$ cat config.mk
export PLATFORM = sky130hd
export DESIGN_NAME = isa_io_cycle
export DESIGN_NICKNAME = d
export VERILOG_FILES = /design/src/rtl/isa_io_cycle.sv
export SDC_FILE = /design/constraint.sdc
export NUM_CORES = 1
export LEC_CHECK = 0
export ABC_AREA = 1
export CORE_MARGIN = 2
export CORE_UTILIZATION = 30
export DETAILED_ROUTE_END_ITERATION = 8
export GPL_TIMING_DRIVEN = 0
export MAX_ROUTING_LAYER = met4
export RECOVER_POWER = 100
export REMOVE_ABC_BUFFERS = 1
export SLEW_MARGIN = 5
export SYNTH_ARGS = -nofsm -noshare
export SYNTH_HDL_FRONTEND = slang
export SYNTH_SLANG_ARGS = --single-unit
export TNS_END_PERCENT = 100
$ cat constraint.sdc
create_clock -name sys_clock -period 3 [get_ports sys_clock]
set_clock_uncertainty 0.15 [all_clocks]
set_input_delay 0.3 -clock sys_clock [delete_from_list [all_inputs] [get_ports sys_clock]]
set_output_delay 0.3 -clock sys_clock [all_outputs]
set_load 0.02 [all_outputs]
$ cat src/rtl/isa_io_cycle.sv
// ISA I/O cycle engine: runs one AEN/SA/SD/IOR#/IOW# cycle per captured sequencer request.
// Latency: 1+SETUP+STROBE+HOLD+1 sys_clock cycles without wait states, plus IOCHRDY extension.
// Backpressure: IOCHRDY low stretches the strobe up to READY_TIMEOUT cycles, then the cycle is abandoned.
module isa_io_cycle #(
  parameter int SETUP_CYCLES  = 4,
  parameter int STROBE_CYCLES = 8,
  parameter int HOLD_CYCLES   = 2,
  parameter int READY_TIMEOUT = 255
) (
  input  logic        sys_clock,
  input  logic        reset_n,
  input  logic        enable,
  input  logic [15:0] req_address,
  input  logic [15:0] req_data,
  input  logic        req_dir,
  input  logic [15:0] isa_sd_in,
  input  logic        isa_iochrdy,
  output logic [15:0] isa_sa,
  output logic [15:0] isa_sd_out,
  output logic        isa_sd_oe,
  output logic        isa_ior_n,
  output logic        isa_iow_n,
  output logic        isa_aen,
  output logic [15:0] data_in,
  output logic        bus_clock,
  output logic        busy,
  output logic        timeout_err
);

  typedef enum logic [2:0] {
    S_IDLE     = 3'd0,
    S_SETUP    = 3'd1,
    S_STROBE   = 3'd2,
    S_WAIT_RDY = 3'd3,
    S_HOLD     = 3'd4,
    S_DONE     = 3'd5
  } state_t;

  // Counter reload values: a phase of N cycles counts N-1 down to 0.
  localparam logic [7:0] SETUP_LD   = 8'(SETUP_CYCLES - 1);
  localparam logic [7:0] STROBE_LD  = 8'(STROBE_CYCLES - 1);
  localparam logic [7:0] HOLD_LD    = 8'(HOLD_CYCLES - 1);
  localparam logic [7:0] TIMEOUT_LD = 8'(READY_TIMEOUT - 1);

  state_t      state_q, state_d;
  logic [7:0]  cnt_q, cnt_d;
  logic        dir_q, dir_d;
  logic [15:0] sa_q, sa_d;
  logic [15:0] sd_out_q, sd_out_d;
  logic        sd_oe_q, sd_oe_d;
  logic        ior_n_q, ior_n_d;
  logic        iow_n_q, iow_n_d;
  logic        aen_q, aen_d;
  logic [15:0] data_in_q, data_in_d;
  logic        bus_clock_q, bus_clock_d;
  logic        busy_q, busy_d;
  logic        timeout_err_q, timeout_err_d;

  // Next-state and next-output logic; every output is computed one cycle ahead so the pins come straight from flops.
  always_comb begin
    state_d       = state_q;
    cnt_d         = cnt_q;
    dir_d         = dir_q;
    sa_d          = sa_q;
    sd_out_d      = sd_out_q;
    sd_oe_d       = sd_oe_q;
    ior_n_d       = ior_n_q;
    iow_n_d       = iow_n_q;
    aen_d         = aen_q;
    data_in_d     = data_in_q;
    bus_clock_d   = 1'b0;
    busy_d        = busy_q;
    timeout_err_d = timeout_err_q;

    case (state_q)
      S_IDLE: begin
        busy_d = 1'b0;
        if (enable) begin
          // Request is captured only here; later req_* changes cannot disturb the cycle.
          state_d = S_SETUP;
          cnt_d   = SETUP_LD;
          dir_d   = req_dir;
          sa_d    = req_address;
          aen_d   = 1'b0;
          busy_d  = 1'b1;
          if (req_dir) begin
            sd_out_d = req_data;
            sd_oe_d  = 1'b1;
          end
        end
      end

      S_SETUP: begin
        if (cnt_q == 8'd0) begin
          state_d = S_STROBE;
          cnt_d   = STROBE_LD;
          ior_n_d = dir_q;
          iow_n_d = ~dir_q;
        end else begin
          cnt_d = cnt_q - 8'd1;
        end
      end

      S_STROBE: begin
        if (cnt_q == 8'd0) begin
          if (isa_iochrdy) begin
            state_d = S_HOLD;
            cnt_d   = HOLD_LD;
            ior_n_d = 1'b1;
            iow_n_d = 1'b1;
            if (!dir_q) data_in_d = isa_sd_in;
          end else begin
            state_d = S_WAIT_RDY;
            cnt_d   = TIMEOUT_LD;
          end
        end else begin
          cnt_d = cnt_q - 8'd1;
        end
      end

      S_WAIT_RDY: begin
        if (isa_iochrdy) begin
          state_d = S_HOLD;
          cnt_d   = HOLD_LD;
          ior_n_d = 1'b1;
          iow_n_d = 1'b1;
          if (!dir_q) data_in_d = isa_sd_in;
        end else if (cnt_q == 8'd0) begin
          // Target never became ready: abandon the cycle and poison read data.
          state_d       = S_HOLD;
          cnt_d         = HOLD_LD;
          ior_n_d       = 1'b1;
          iow_n_d       = 1'b1;
          timeout_err_d = 1'b1;
          if (!dir_q) data_in_d = 16'hFFFF;
        end else begin
          cnt_d = cnt_q - 8'd1;
        end
      end

      S_HOLD: begin
        if (cnt_q == 8'd0) begin
          state_d     = S_DONE;
          cnt_d       = 8'd0;
          bus_clock_d = 1'b1;
          aen_d       = 1'b1;
          sd_oe_d     = 1'b0;
        end else begin
          cnt_d = cnt_q - 8'd1;
        end
      end

      S_DONE: begin
        state_d = S_IDLE;
        cnt_d   = 8'd0;
        busy_d  = 1'b0;
      end

      default: begin
        state_d = S_IDLE;
        cnt_d   = 8'd0;
        ior_n_d = 1'b1;
        iow_n_d = 1'b1;
        aen_d   = 1'b1;
        sd_oe_d = 1'b0;
        busy_d  = 1'b0;
      end
    endcase
  end

  // State and output registers; reset releases the strobes and the bus immediately.
  always_ff @(posedge sys_clock or negedge reset_n) begin
    if (!reset_n) begin
      state_q       <= S_IDLE;
      cnt_q         <= 8'd0;
      dir_q         <= 1'b0;
      sa_q          <= 16'h0000;
      sd_out_q      <= 16'h0000;
      sd_oe_q       <= 1'b0;
      ior_n_q       <= 1'b1;
      iow_n_q       <= 1'b1;
      aen_q         <= 1'b1;
      data_in_q     <= 16'h0000;
      bus_clock_q   <= 1'b0;
      busy_q        <= 1'b0;
      timeout_err_q <= 1'b0;
    end else begin
      state_q       <= state_d;
      cnt_q         <= cnt_d;
      dir_q         <= dir_d;
      sa_q          <= sa_d;
      sd_out_q      <= sd_out_d;
      sd_oe_q       <= sd_oe_d;
      ior_n_q       <= ior_n_d;
      iow_n_q       <= iow_n_d;
      aen_q         <= aen_d;
      data_in_q     <= data_in_d;
      bus_clock_q   <= bus_clock_d;
      busy_q        <= busy_d;
      timeout_err_q <= timeout_err_d;
    end
  end

  assign isa_sa      = sa_q;
  assign isa_sd_out  = sd_out_q;
  assign isa_sd_oe   = sd_oe_q;
  assign isa_ior_n   = ior_n_q;
  assign isa_iow_n   = iow_n_q;
  assign isa_aen     = aen_q;
  assign data_in     = data_in_q;
  assign bus_clock   = bus_clock_q;
  assign busy        = busy_q;
  assign timeout_err = timeout_err_q;

endmodule
==> results_dict.tcl <==
set metrics [dict create \
    grt_pass1_wl_um 13700 \
    synthXorXnorAreaFrac_pct 1.05 \
    critical-path-top-delay-family "buffers and inverters" \
    muxShareOfSynthArea_pct 10.2 \
    r2r-end "isa_sd_out[0]$_DFFE_PN0P_" \
    avgSynthCellArea_sq_um 8.83 \
    slowest_delay_ns 0.87 \
    finalCriticalPeriod_ns 2.71 \
    critical_path_cell_count 9 \
    rsz0062_at_grt "no" \
    dieHeight_um 110 \
    cts_tree "done" \
    postCtsSetupBuffers 0 \
    crit_top_cell "nand2_1" \
    hold_viol 0 \
    r2r_slack_ns 0.42 \
    layout-drive-gt1-share_pct 8.98 \
    port_buffers 107 \
    worst-path-buf-inv 3 \
    required_ns 3.07 \
    regArea_sq_mm 0.00168 \
    endpoint "data_in[1]$_DFFE_PN0P_" \
    synth_area_sq_mm 0.00334 \
    irDropWorstVdd_uv 341 \
    syn_inst 378 \
    clk_path_buf_depth 2 \
    multi_input_area_sq_mm 0.00144 \
    tns_ns 0 \
    reg2reg_from "state_q[1]$_DFFE_PN0P_" \
    synthSimpleGateAreaFrac_pct 25.7 \
    viasPerCell 4.64 \
    synth_warnings 0 \
    drv_slew 0 \
    holdCritPathClass "reg2reg" \
    dpl.hpwl_um 5820 \
    grt_pass1_vias 2920 \
    die_w_um 110 \
    cts_root_buf "clkbuf_8" \
    yosysTopAreaCellShare_pct 48.0 \
    drt-total-wl_um 8350 \
    final_nets 540 \
    gp_congestion 0.876 \
    finalSetupViolCount 0 \
    crit_type "in2reg" \
    critical_path_arrival_ns 2.79 \
    numCtsBuffers 9 \
    netSwitchingPower_w 0.00221 \
    p_clk_share_pct 14.4 \
    cp-end-kind "flop" \
    clk-insertion-delay-late_ns 0.34 \
    synth_top_area_cell "dfrtp_1" \
    drt_iter0_markers 159 \
    cpMaxStageDelayCell "clkdlybuf4s50_1" \
    clkTransAtPathRegs_ns 0.07 \
    power_switching_share_pct 43.7 \
    rows 38 \
    grt_max_degree 50 \
    cts.sinks 67 \
    dr.pass1.iters 4 \
    crit_chain "clkdlybuf4s50_1, inv_1, nand2_1, clkinv_1, nand2_1, o21a_1, nand2_8, nand2_1, nand2_1" \
    synth.distinct_cells 34 \
    area_delta_synth_final_pct 40.2 \
    ys.flop_type "dfrtp_1" \
    ctsHoldBuffers 1 \
    crit_start "isa_iochrdy" \
    core_sq_mm 0.0108 \
    synth_top_family_by_area "simple AND/OR/NAND/NOR gates" \
    h-tree-depth 3 \
    maxCapViolCount 0 \
    fill_cells 1102 \
    initial_core_util_pct 30.8 \
    drc 0 \
    overflow 0 \
    synth-edff-count 0 \
    place_area_sq_mm 0.00452 \
    fmax_mhz 368 \
    worstMarginPinSlew_ns 1.19 \
    ys_ff_latch 67 \
    final.period_utilization_pct 90.5 \
    p_leak_nw 2.27 \
    ant_nets 0 \
    crit_path_max_fanout 19 \
    io_pins 108 \
    wl_per_cell_um 13.2 \
    synth_area_leaders "dfrtp_1, nand2_1, mux2_2" \
    dr_total_vias 2921 \
    worstRegToRegCells 5 \
    synth-seq-area-share_pct 50.3 \
    diodes 0 \
    grt_usage_pct 14.9 \
    p_int_w 0.00285 \
    cts_resized 0 \
    relSlewSlack_pct 20.9 \
    synthAdderAreaFrac_pct 0.749 \
    dieArea_sq_mm 0.0120 \
    synth_async_sr_flop_share_pct 100 \
    synth_compound_area_share_pct 6.41 \
    status "completed" \
    post-route-cell-area_sq_mm 0.00468 \
    powerDensity_mw_per_mm2 1080 \
    seqPwrFrac_pct 33.0 \
    antenna_found_initial 0 \
    combPwrFrac_pct 52.6 \
    crit_path_start_kind "input pin" \
]
[final cells by class]
| type | count | share of cell area [%] |
|---|---|---|
| Multi-Input combinational cell | 271 | 30.7 |
| Clock inverter | 5 | 1.15 |
| Inverter | 27 | 2.16 |
| Timing Repair Buffer | 109 | 23.5 |
| Sequential cell | 67 | 35.9 |
| Tap cell | 140 | 3.74 |
| Clock buffer | 11 | 2.81 |
[cells by family after synthesis]
logic type	count (synthesis)
and+or+nand+nor	195
DFF	67
buffers and inverters	40
AOI/OAI and AO/OA	38
muxes	32
xor gates and xnor gates	4
adders and majority gates	2
[metal layers]
layer	wire length [um]	track usage [%]	vias up
li1	-	-	1432
met2	4100	24.5	74
met1	3740	18.4	1403
met4	114	5.15	0
met5	0	-	-
met3	398	2.79	12
[power groups by stage]
stage	Clock (W)	Combinational, W	Sequential [W]
3_3_place_gp	0	0.00279	0.00169
5_1_grt	0.000805	0.00297	0.00174
2_1_floorplan	0	0.00128	0.00210
6_report	0.000728	0.00266	0.00167
3_5_place_dp	0	0.00284	0.00171
4_1_cts	0.000756	0.00286	0.00170
[synthesized netlist by cell type, drive strengths merged, types with 2 or more instances]
cell type and number:
a21oi 5, buf 11, clkbuf 2, clkinv 2, dfrtp 64, dfstp 3, ha 2, inv 25
mux2 16, mux2i 16, nand2 137, nand3 27, nor2 26, nor3 4, o21ai 28, xor2 3
[worst register-to-register path, delay by kind of cell (launching register included)]
family        cells  cell delay, ns
flops             1            0.48
mux               1            0.48
simple gates      4            1.36
[worst min path at each step]
stage / to / cells after the start / from / slack, ns
2_1_floorplan: bus_clock$_DFF_PN0_ / 0 / reset_n / -0.15
3_3_place_gp: isa_sa[1]$_DFFE_PN0P_ / 2 / isa_sa[1]$_DFFE_PN0P_ / 0.30
3_5_place_dp: data_in[11]$_DFFE_PN0P_ / 1 / reset_n / 0.05
4_1_cts: data_in[11]$_DFFE_PN0P_ / 2 / reset_n / 0.23
5_1_grt: isa_sa[14]$_DFFE_PN0P_ / 3 / req_address[14] / 0.33
6_report: isa_sa[1]$_DFFE_PN0P_ / 2 / isa_sa[1]$_DFFE_PN0P_ / 0.32
[cells in the final DEF (no fill, tap or decap), drive strengths merged]
cell type	netlist	routed
clkinv	2	6
dfrtp	64	64
mux2i	16	16
nor2	26	26
dfstp	3	3
mux2	16	16
bufinv	0	1
ha	2	2
buf	11	1
clkdlybuf4s50	0	51
a21oi	5	5
a21boi	1	1
clkbuf	2	12
dlygate4sd3	0	56
o21a	1	1
o21bai	1	1
nand2	137	137
xor2	3	3
o2111ai	1	1
nand3b	1	1
xnor2	1	1
o21ai	28	28
nand3	27	27
inv	25	25
nor3	4	4
o22ai	1	1
[registers in the layout (all words and copies together) (netlist names), 3 cells and up]
| signal | flops |
|---|---|
| state_q | 3 |
| isa_sd_out | 16 |
| isa_sa | 16 |
| cnt_q | 8 |
| data_in | 16 |
[through the flow]
step                std cells  utilization [%]  hold WS, ns  total power, W  setup WS, ns
CTS                       630             43.5        0.234         0.00531         0.290
finish                    630             43.2        0.317         0.00506         0.286
detailed placement        613             41.7       0.0540         0.00455       -0.0540
global placement          612             41.5        0.304         0.00449        -0.861
floorplan                 365                -       -0.146         0.00337          1.02
global route              630             43.2        0.332         0.00551        0.0659
(Power assumes the default switching activity.)
